**src/rtl/vram_port_arbiter.sv**
```systemverilog
// ---------------------------------------------------------------------------
// vram_port_arbiter
//
// Shares one single-port synchronous VRAM (1-cycle read latency) between a
// display pixel-fetch engine and a host (AXI-side) request/response port.
// Pixel fetch always wins the port; the host is served by a small FSM
// (IDLE -> RD_WAIT -> RSP for reads, IDLE -> RSP for writes and errors).
//
// Ports
//   pixel_clk        : clock, all state updates on the rising edge
//   arstn            : synchronous active-low reset
//   pix_req/pix_addr : one-cycle pixel read request and word address
//   pix_rvalid/rdata : pixel read data, one cycle after pix_req
//   host_valid/ready : host request handshake (ready is combinational)
//   host_we/addr/wdata/wstrb : host write flag, word address, data, strobes
//   host_rsp_valid/ready     : host response handshake
//   host_rsp_data/err        : read data (0 for writes), out-of-range flag
//   mem_en/we/addr/wdata/rdata : VRAM port (byte write enables in mem_we)
//   host_stall_cnt   : saturating count of cycles the host was held off
// ---------------------------------------------------------------------------
module vram_port_arbiter #(
  parameter int DEPTH  = 600,
  parameter int ADDR_W = 10
) (
  input  logic              pixel_clk,
  input  logic              arstn,
  // pixel fetch port
  input  logic              pix_req,
  input  logic [ADDR_W-1:0] pix_addr,
  output logic              pix_rvalid,
  output logic [31:0]       pix_rdata,
  // host request port
  input  logic              host_valid,
  output logic              host_ready,
  input  logic              host_we,
  input  logic [ADDR_W-1:0] host_addr,
  input  logic [31:0]       host_wdata,
  input  logic [3:0]        host_wstrb,
  // host response port
  output logic              host_rsp_valid,
  input  logic              host_rsp_ready,
  output logic [31:0]       host_rsp_data,
  output logic              host_rsp_err,
  // VRAM port
  output logic              mem_en,
  output logic [3:0]        mem_we,
  output logic [ADDR_W-1:0] mem_addr,
  output logic [31:0]       mem_wdata,
  input  logic [31:0]       mem_rdata,
  // statistics
  output logic [15:0]       host_stall_cnt
);

  typedef enum logic [1:0] {
    ST_IDLE    = 2'd0,
    ST_RD_WAIT = 2'd1,
    ST_RSP     = 2'd2
  } state_t;

  state_t      state_q, state_d;

  logic        pix_rvalid_q, pix_rvalid_d;
  logic [31:0] pix_hold_q,   pix_hold_d;
  logic [31:0] rsp_data_q,   rsp_data_d;
  logic        rsp_err_q,    rsp_err_d;
  logic [15:0] stall_q,      stall_d;

  logic        host_ready_s;
  logic        in_range_s;

  // Saturating increment: the stall counter must never wrap back to zero.
  function automatic logic [15:0] sat_inc16(input logic [15:0] v);
    if (v == 16'hFFFF) begin
      return 16'hFFFF;
    end else begin
      return v + 16'd1;
    end
  endfunction

  // Address range check done at 32 bits so DEPTH == 2**ADDR_W also works.
  always_comb begin
    in_range_s = (32'(host_addr) < 32'(DEPTH));
  end

  // ---------------------------------------------------------------------
  // FSM process 1: state register
  // ---------------------------------------------------------------------
  always_ff @(posedge pixel_clk) begin
    if (!arstn) begin
      state_q <= ST_IDLE;
    end else begin
      state_q <= state_d;
    end
  end

  // ---------------------------------------------------------------------
  // FSM process 2: next-state logic
  // ---------------------------------------------------------------------
  always_comb begin
    state_d = state_q;
    case (state_q)
      ST_IDLE: begin
        if (host_ready_s) begin
          // Only an in-range read needs the extra cycle for RAM latency.
          if (in_range_s && !host_we) begin
            state_d = ST_RD_WAIT;
          end else begin
            state_d = ST_RSP;
          end
        end else begin
          state_d = ST_IDLE;
        end
      end
      ST_RD_WAIT: begin
        state_d = ST_RSP;
      end
      ST_RSP: begin
        if (host_rsp_ready) begin
          state_d = ST_IDLE;
        end else begin
          state_d = ST_RSP;
        end
      end
      default: begin
        state_d = ST_IDLE;
      end
    endcase
  end

  // ---------------------------------------------------------------------
  // FSM process 3: outputs (handshakes and VRAM port mux)
  // ---------------------------------------------------------------------
  always_comb begin
    host_ready_s   = 1'b0;
    host_rsp_valid = 1'b0;
    mem_en         = 1'b0;
    mem_we         = 4'h0;
    mem_addr       = '0;
    mem_wdata      = 32'h0000_0000;

    // Host is only accepted when the port is free and the FSM is idle.
    if (arstn && (state_q == ST_IDLE) && host_valid && !pix_req) begin
      host_ready_s = 1'b1;
    end else begin
      host_ready_s = 1'b0;
    end

    if (state_q == ST_RSP) begin
      host_rsp_valid = 1'b1;
    end else begin
      host_rsp_valid = 1'b0;
    end

    // Port mux: reset silences everything, pixel fetch beats the host,
    // out-of-range host requests never touch the RAM.
    if (!arstn) begin
      mem_en = 1'b0;
    end else if (pix_req) begin
      mem_en   = 1'b1;
      mem_we   = 4'h0;
      mem_addr = pix_addr;
    end else if (host_ready_s && in_range_s) begin
      mem_en   = 1'b1;
      mem_addr = host_addr;
      if (host_we) begin
        mem_we    = host_wstrb;
        mem_wdata = host_wdata;
      end else begin
        mem_we    = 4'h0;
      end
    end else begin
      mem_en = 1'b0;
    end
  end

  assign host_ready = host_ready_s;

  // Datapath next-state: response register, pixel data hold, stall counter.
  always_comb begin
    rsp_data_d   = rsp_data_q;
    rsp_err_d    = rsp_err_q;
    pix_rvalid_d = pix_req;
    pix_hold_d   = pix_hold_q;
    stall_d      = stall_q;

    case (state_q)
      ST_IDLE: begin
        if (host_ready_s) begin
          // Writes and errors answer with zero data; a good read fills
          // rsp_data in RD_WAIT once the RAM output is valid.
          if (!in_range_s) begin
            rsp_data_d = 32'h0000_0000;
            rsp_err_d  = 1'b1;
          end else if (host_we) begin
            rsp_data_d = 32'h0000_0000;
            rsp_err_d  = 1'b0;
          end else begin
            rsp_err_d  = 1'b0;
          end
        end else begin
          rsp_err_d = rsp_err_q;
        end
      end
      ST_RD_WAIT: begin
        // RAM output belongs to the host read issued last cycle, even if a
        // pixel request owns the port right now.
        rsp_data_d = mem_rdata;
        rsp_err_d  = 1'b0;
      end
      ST_RSP: begin
        rsp_data_d = rsp_data_q;
      end
      default: begin
        rsp_data_d = rsp_data_q;
      end
    endcase

    // Keep the last pixel word visible after pix_rvalid drops.
    if (pix_rvalid_q) begin
      pix_hold_d = mem_rdata;
    end else begin
      pix_hold_d = pix_hold_q;
    end

    if (host_valid && !host_ready_s) begin
      stall_d = sat_inc16(stall_q);
    end else begin
      stall_d = stall_q;
    end
  end

  // Datapath registers with synchronous reset.
  always_ff @(posedge pixel_clk) begin
    if (!arstn) begin
      rsp_data_q   <= 32'h0000_0000;
      rsp_err_q    <= 1'b0;
      pix_rvalid_q <= 1'b0;
      pix_hold_q   <= 32'h0000_0000;
      stall_q      <= 16'h0000;
    end else begin
      rsp_data_q   <= rsp_data_d;
      rsp_err_q    <= rsp_err_d;
      pix_rvalid_q <= pix_rvalid_d;
      pix_hold_q   <= pix_hold_d;
      stall_q      <= stall_d;
    end
  end

  // Output drive; pixel data passes the RAM output straight through in
  // the valid cycle so it lines up with pix_rvalid.
  always_comb begin
    pix_rvalid     = pix_rvalid_q;
    host_rsp_data  = rsp_data_q;
    host_rsp_err   = rsp_err_q;
    host_stall_cnt = stall_q;
    if (pix_rvalid_q) begin
      pix_rdata = mem_rdata;
    end else begin
      pix_rdata = pix_hold_q;
    end
  end

endmodule

```
**config.mk**
```make
export PLATFORM = sky130hd
export DESIGN_NAME = vram_port_arbiter
export DESIGN_NICKNAME = d
export VERILOG_FILES = /design/src/rtl/vram_port_arbiter.sv
export SDC_FILE = /design/constraint.sdc
export NUM_CORES = 1
export LEC_CHECK = 0
export CORE_MARGIN = 4
export CORE_UTILIZATION = 28
export DETAILED_ROUTE_END_ITERATION = 7
export HOLD_SLACK_MARGIN = 0.12
export PLACE_DENSITY = 0.69
export SYNTH_ARGS = -nofsm -noshare
export SYNTH_HDL_FRONTEND = slang
export SYNTH_SLANG_ARGS = --single-unit
```
**constraint.sdc**
```tcl
create_clock -name pixel_clk -period 5.6 [get_ports pixel_clk]
set_input_delay 1.12 -clock pixel_clk [delete_from_list [all_inputs] [get_ports pixel_clk]]
set_output_delay 1.12 -clock pixel_clk [all_outputs]
set_load 0.02 [all_outputs]
```
# Word-level counts from Yosys, hierarchy flattened
# Cells that the tools add are included.
# totals
regBits	84
in_bits	94
output_inout_bits	131
word_cells	55
# op_classes
magnitude_cmp	1
n_eq_ne	5
muxes	29
add_sub_neg	1
n_reduce_logical	13
# ops
cell	n
32-bit 2-to-1 mux	8
32-bit case mux with 2 select lines	1
10-bit 2-to-1 mux	3
16-bit by 1-bit adder with 16-bit output (second input constant)	1
16-bit equality test (second input constant)	1
16-bit 2-to-1 mux	1
4-bit 2-to-1 mux	4
10-bit < comparator (second input constant)	1
1-bit 2-to-1 mux	7
1-bit logical AND	6
2-bit 2-to-1 mux	3
2-bit case mux with 3 select lines	1
1-bit zero test	3
3-bit inequality test (second input constant)	1
3-bit AND reduction	1
2-bit by 1-bit equality test with 1-bit output (second input constant)	1
2-bit equality test (second input constant)	1
2-bit zero test	1
2-bit inequality test (second input constant)	1
1-bit case mux with 2 select lines	1
2-bit AND reduction	1
2-bit nonzero test	1

# Longest topological paths before layout
# Gate-level depths: netlist of run 1.
# depth
word_depth	9
ltp_mapped	6
mapped_depth_nobuf	5

# Worst setup path after synthesis of run 1
# Ideal clock, no wire load.
# synth_timing
kind	input-to-output
from	in host_addr[3]
to	out mem_wdata[10]
n_path_buf	1
cell_stages	5
arrival_ns	2.398
path_slack_ns	2.082
required_ns	4.480
cell_sequence	a21o_1 -> a211o_1 -> a211oi_4 -> buf_6 -> and2_1
# synth_via
elab_chain_len	5
# synth_rtl
element	line_no	source
start: declaration	36	input logic [ADDR_W-1:0] host_addr,
10-bit < comparator	82	in_range_s = (32'(host_addr) < 32'(DEPTH));
1-bit logical AND	162	end else if (host_ready_s && in_range_s) begin
32-bit 2-to-1 mux	162	
32-bit 2-to-1 mux	158	end else if (pix_req) begin
32-bit 2-to-1 mux	156	if (!arstn) begin
end: declaration	48	output logic [31:0] mem_wdata,
# No other way between the ends.

# Worst setup path after layout of run 1
# layout_timing
from	in pix_req
to	out mem_wdata[12]
# layout_via
elab_chain_len	7
# layout_rtl
element	line_no	source
start: declaration	28	input logic pix_req,
1-bit zero test	142	if (arstn && (state_q == ST_IDLE) && host_valid && !pix_req) begin
1-bit logical AND	142	
1-bit 2-to-1 mux	142	
1-bit logical AND	162	
32-bit 2-to-1 mux	162	
32-bit 2-to-1 mux *	158	
32-bit 2-to-1 mux *	156	
# Every way passes the cells marked *; elsewhere a longest branch is shown, timed or not.

==> results.sh, run 1 <==
export IMPL_finish_utilization=0.480
export IMPL_syn_area_per_cell_um2=9.80
export IMPL_die_h_um=128
export IMPL_hold_class="reg -> reg"
export IMPL_tightest_slew_ns=0.941
export IMPL_cts_tree="built"
export IMPL_worstSkewPairLatency_ns=0.34
export IMPL_crit_arrival_ns=3.71
export IMPL_synthTopCellsByArea="dfxtp_1 (42%), and2_1 (11%), a22o_1 (9.1%), mux2_2 (8.9%), a21o_1 (6.2%)"
export IMPL_drt_wl_total_um=13700
export IMPL_powerDensity_nw_per_um2=223
export IMPL_path_class="in -> out"
export IMPL_total_power_uw=1500
export IMPL_synth_top_family_by_area="simple AND/OR/NAND/NOR gates"
export IMPL_first_iter_violations=275
export IMPL_ys_seq_area_frac=0.418
export IMPL_rsz0062_at_grt="false"
export IMPL_clkTransAtPathRegs_ns=0.06
export IMPL_cts_setup_buffers=0
export IMPL_layout_nets=718
export IMPL_synthesis_nets=506
export IMPL_netlist_cell_type_count=44
export IMPL_syn2layout_area_growth_pct=66.7
export IMPL_synthSimpleGateAreaFrac=0.226
export IMPL_synth_compound_area_share=0.199
export IMPL_cp_start_kind="input pin"
export IMPL_clockBufferDepth=2
export IMPL_initial_utilization=0.288
export IMPL_layout_worst_path_cycle_share=0.862
export IMPL_drv_slew=0
export IMPL_dp_cells=792
export IMPL_setup_violations_final=0
export IMPL_end_kind="output pin"
export IMPL_synth_area_leader_cell="dfxtp_1"
export IMPL_syn_area_um2=4030
export IMPL_ys_async_sr_fraction=0
export IMPL_synth_mux_area_frac=0.0920
export IMPL_insertedDiodeCount=0
export IMPL_die_x_um=128
export IMPL_cts_root_buf="clkbuf_16"
export IMPL_grt_pass1_vias=3735
export IMPL_antenna_found_initial=0
export IMPL_grt_max_degree=68
export IMPL_htree_levels=3
export IMPL_ant_nets=0
export IMPL_period_minus_slack_ns=4.83
export IMPL_max_cap_violations=0
export IMPL_finalSetupTns_ns=0
export IMPL_status="completed"
export IMPL_max_slew_margin_rel=0.371
export IMPL_synthAdderAreaFrac=0.00311
export IMPL_rows=43
export IMPL_clock_sinks=84
export IMPL_finClkSkew_ns=0.00365
export IMPL_cts_hold_fix_buffers=0
export IMPL_die_area_um2=16400
export IMPL_syn_instance_count=411
export IMPL_synth_edff_count=0
export IMPL_cts_buffers=9
export IMPL_post_drt_wl_per_cell_um=16.9
export IMPL_synth_xor_area_share=0.0196
export IMPL_post_cts_resized=0
export IMPL_yosysWarningCount=0
export IMPL_vias=3947
export IMPL_ys_seq_elements=84
export IMPL_hold_viol_final=0
export IMPL_place_port_buffers=224
export IMPL_gp_congestion=0.812
export IMPL_worstPathMaxFanout=36
export IMPL_stdcell_count=808
export IMPL_core_um2=14000
export IMPL_max_vdd_ir_drop_mv=0.274
export IMPL_track_usage=0.157
export IMPL_vias_per_cell=4.88
export IMPL_nFillCells=1296
export IMPL_synth_main_ff_cell="dfxtp_1"
export IMPL_synth_top_area_share=0.418
export IMPL_fmax_mhz=207
export IMPL_drive_above_1_share=0.105
export IMPL_fin_hold_ws_ns=0.536
export IMPL_io_pins=225
export IMPL_grt_pass1_wl_um=20300
export IMPL_remaining_drc_errors=0
export IMPL_required_ns=4.48
export IMPL_overflow=0
export IMPL_drtPass1Iterations=4
export IMPL_total_leakage_power_uw=0.00293
export IMPL_dp_hpwl_um=10200
cell usage in the layout (no fill, tap or decap), types with 2 or more instances in the layout:
| master | n |
|---|---|
| nor4_1 | 3 |
| mux2_2 | 32 |
| clkbuf_16 | 9 |
| a21oi_1 | 14 |
| nand3_1 | 5 |
| a31oi_1 | 4 |
| clkdlybuf4s50_1 | 222 |
| nor2_1 | 4 |
| and3_1 | 32 |
| and4_1 | 2 |
| nand2_1 | 5 |
| clkbuf_8 | 2 |
| nand4_1 | 2 |
| nand2b_1 | 2 |
| inv_1 | 6 |
| or3_1 | 4 |
| a21o_1 | 33 |
| clkbuf_1 | 2 |
| o21ai_0 | 3 |
| buf_4 | 9 |
| xnor2_1 | 7 |
| a22o_1 | 42 |
| xor2_1 | 2 |
| dfxtp_1 | 84 |
| and2_1 | 70 |
| nor3_1 | 4 |
kinds of logic (layout without fill, tap and decap cells):
logic type | Yosys count | count (layout)
buf+inv | 38 | 255
mux | 33 | 33
flops | 84 | 84
compound gates | 103 | 103
fa+ha+maj | 1 | 1
xor+xnor | 9 | 9
simple gates | 143 | 143
cells in the mapped netlist, types with 2 or more instances:
cell type,count
dfxtp_1,84
nand2_1,5
nand2b_1,2
o21ai_0,3
a21o_1,33
nand4_1,2
nor2_1,5
xnor2_1,7
a31oi_1,4
clkbuf_1,18
buf_2,7
inv_1,6
buf_6,3
xor2_1,2
nor4_1,3
a22o_1,42
mux2_2,32
and3_1,32
nor3_1,4
a21oi_1,14
and2_1,70
and4_1,2
nand3_1,5
buf_1,3
or3_1,4
worst max-delay path, stage by stage:
cell	delay, ns
clkdlybuf4s50_1	0.46
nor4b_4	0.27
buf_4	0.21
nand2_2	0.27
a211oi_4	0.28
buf_4	0.29
and2_1	0.17
clkdlybuf4s50_1	0.62
metrics by stage:
step,instance area [µm²],setup WS (ns)
after floorplan,4030,2.08
after global placement,6410,0.797
after detailed placement,6410,0.745
after CTS,6710,0.730
after global routing,6710,0.599
final,6710,0.773
worst paths after layout:
check             slack (ns)                 to  cells past startpoint          from
setup / recovery        0.77      mem_wdata[12]                      8       pix_req
hold / removal          0.54       host_rsp_err                      2  host_rsp_err
setup reg to reg        3.73  host_rsp_data[23]                      6    state_q[1]
hold reg to reg         0.54       host_rsp_err                      2  host_rsp_err
final cells by class:
type	count	area [µm²]	area share
inverter	7	26.3	0.00391
multi-input combinational	289	2180	0.325
clock inverter	3	43.8	0.00652
tap	180	225	0.0336
clock buffer	13	260	0.0388
sequential	84	1680	0.251
timing repair buffer	232	2290	0.342
sequential cells by signal (all words and copies together), names as in the netlist:
register / count
pix_rvalid: 1
host_rsp_data: 32
host_stall_cnt: 16
host_rsp_err: 1
state_q: 2
pix_hold_q: 32
power by group:
group	total [µW]	internal (µW)	switching, µW
Sequential	624	616	7.52
Clock	605	371	234
Combinational	271	150	120
Total	1500	1140	362
layer usage:
layer  share of wire  track usage  wire length [µm]  up-vias
met5               0            0                 0        -
met4           0.027       0.0637               368        0
met3           0.095       0.0579              1300       23
met2            0.49        0.274              6760      169
met1            0.38        0.172              5240     1853
li1                -            -                 -     1902
No activity file was read; power rests on OpenSTA's default activity.
==> run 2: changes to the inputs <==
- PLACE_DENSITY: 0.69 -> 0.71
- TNS_END_PERCENT: default -> 30
- clock period: 5.6 -> 3.91 ns (I/O delays scaled with it)
==> results.sh, run 2 (synthesized netlist as in run 1, its figures left out) <==
export IMPL_nFillCells=1304
export IMPL_cts_buffers=9
export IMPL_finClkSkew_ns=0.00505
export IMPL_dp_hpwl_um=10500
export IMPL_track_usage=0.167
export IMPL_setup_violations_final=0
export IMPL_drive_above_1_share=0.109
export IMPL_fin_hold_ws_ns=0.554
export IMPL_period_minus_slack_ns=3.82
export IMPL_hold_viol_final=0
export IMPL_worstSkewPairLatency_ns=0.34
export IMPL_layout_common_cells="clkdlybuf4s50_1 (217), dfxtp_1 (84), and2_1 (70), a22o_1 (42), a21o_1 (33)"
export IMPL_drtPass1Iterations=4
export IMPL_vias_per_cell=4.96
export IMPL_design_area_um2=6730
export IMPL_max_slew_margin_rel=0.199
export IMPL_layout_worst_path_cycle_share=0.977
export IMPL_io_pins=225
export IMPL_multi_input_area_um2=2180
export IMPL_overflow=0
export IMPL_remaining_drc_errors=0
export IMPL_antenna_found_initial=0
export IMPL_status="completed"
export IMPL_post_drt_wl_per_cell_um=17.4
export IMPL_total_leakage_power_uw=0.00303
export IMPL_die_h_um=128
export IMPL_grt_max_degree=67
export IMPL_die_x_um=128
export IMPL_switching_power_uw=530
export IMPL_place_port_buffers=224
export IMPL_cts_setup_buffers=0
export IMPL_cp_start_kind="input pin"
export IMPL_final_common_cell="clkdlybuf4s50_1"
export IMPL_clockBufferDepth=2
export IMPL_initial_utilization=0.288
export IMPL_rsz0062_at_grt="false"
export IMPL_pwr_share_clk=0.380
export IMPL_drt_wl_total_um=14100
export IMPL_vias=4023
export IMPL_hold_class="reg -> reg"
export IMPL_insertedDiodeCount=0
export IMPL_dp_cells=796
export IMPL_die_area_um2=16400
export IMPL_clkTransAtPathRegs_ns=0.06
export IMPL_max_vdd_ir_drop_mv=0.228
export IMPL_path_class="in -> out"
export IMPL_gp_congestion=0.948
export IMPL_cts_tree="built"
export IMPL_required_ns=3.13
export IMPL_placed_cell_area_um2=6450
export IMPL_cts_hold_fix_buffers=0
export IMPL_dp_worst_setup_slack_ns=0.0519
export IMPL_powerDensity_nw_per_um2=309
export IMPL_htree_levels=3
export IMPL_core_um2=14000
export IMPL_r2r_setup_slack_ns=1.67
export IMPL_rows=43
export IMPL_syn2layout_area_growth_pct=67.2
export IMPL_clock_sinks=84
export IMPL_layout_nets=722
export IMPL_worstPathMaxFanout=36
export IMPL_power_frac_seq=0.430
export IMPL_fmax_mhz=262
export IMPL_max_cap_violations=0
export IMPL_grt_pass1_wl_um=21600
export IMPL_p_int_uw=1550
export IMPL_first_iter_violations=274
export IMPL_drv_slew=0
export IMPL_ant_nets=0
export IMPL_seq_area_um2=1680
export IMPL_finalSetupTns_ns=0
export IMPL_end_kind="output pin"
export IMPL_stdcell_count=811
export IMPL_worst_slack_ns=0.0884
export IMPL_swShare=0.255
export IMPL_cts_root_buf="clkbuf_16"
export IMPL_crit_arrival_ns=3.04
export IMPL_grt_pass1_vias=4054
export IMPL_tightest_slew_ns=1.20
export IMPL_p_comb_frac=0.190
## run 2: power by group through the flow
stage                     combinational (µW)  sequential, µW  clock [µW]
after floorplan                          159             922           0
after global placement                   394             912           0
after detailed placement                 397             913           0
after CTS                                400             894         817
after global routing                     420             896         852
final                                    395             893         790
## run 2: stage by stage
stage	power, µW	utilization
finish	2080	0.481
detailed placement	1310	0.461
global placement	1310	0.461
CTS	2110	0.480
global route	2170	0.481
floorplan	1080	-
## run 2: worst paths after layout
| kind | startpoint | endpoint | depth (start not counted) |
|---|---|---|---|
| setup / recovery | host_addr[3] | mem_wdata[30] | 7 |
| setup reg to reg | state_q[1] | host_rsp_data[0] | 5 |
| hold / removal | host_stall_cnt[11] | host_stall_cnt[11] | 2 |
| hold reg to reg | host_stall_cnt[11] | host_stall_cnt[11] | 2 |
## run 2: layout make-up
cell class	count	area share
repair buffers	236	0.349
multi-input cells	289	0.324
flip-flops and latches	84	0.250
clock buffers	12	0.0366
well taps	180	0.0335
inverters	7	0.00390
clock inverters	3	0.00335
## run 2: routing by layer
| layer | vias up | track usage | part of all wire |
|---|---|---|---|
| met3 | 19 | 0.0592 | 0.092 |
| li1 | 1905 | - | - |
| met1 | 1931 | 0.172 | 0.38 |
| met5 | - | 0 | 0 |
| met2 | 168 | 0.306 | 0.51 |
| met4 | 0 | 0.0668 | 0.022 |
## run 2: critical path, cell delays in order
cell	delay (ns)
clkdlybuf4s50_1	0.43
a21o_1	0.19
a211o_1	0.38
a211oi_4	0.30
buf_12	0.19
and2_1	0.15
clkdlybuf4s50_1	0.61
## run 2: timing repair
action / 4_1_cts / 5_1_grt
endpoints found under the hold margin: 0 / 0
endpoints found under the setup margin: 0 / 5
resized for setup: 0 / 5
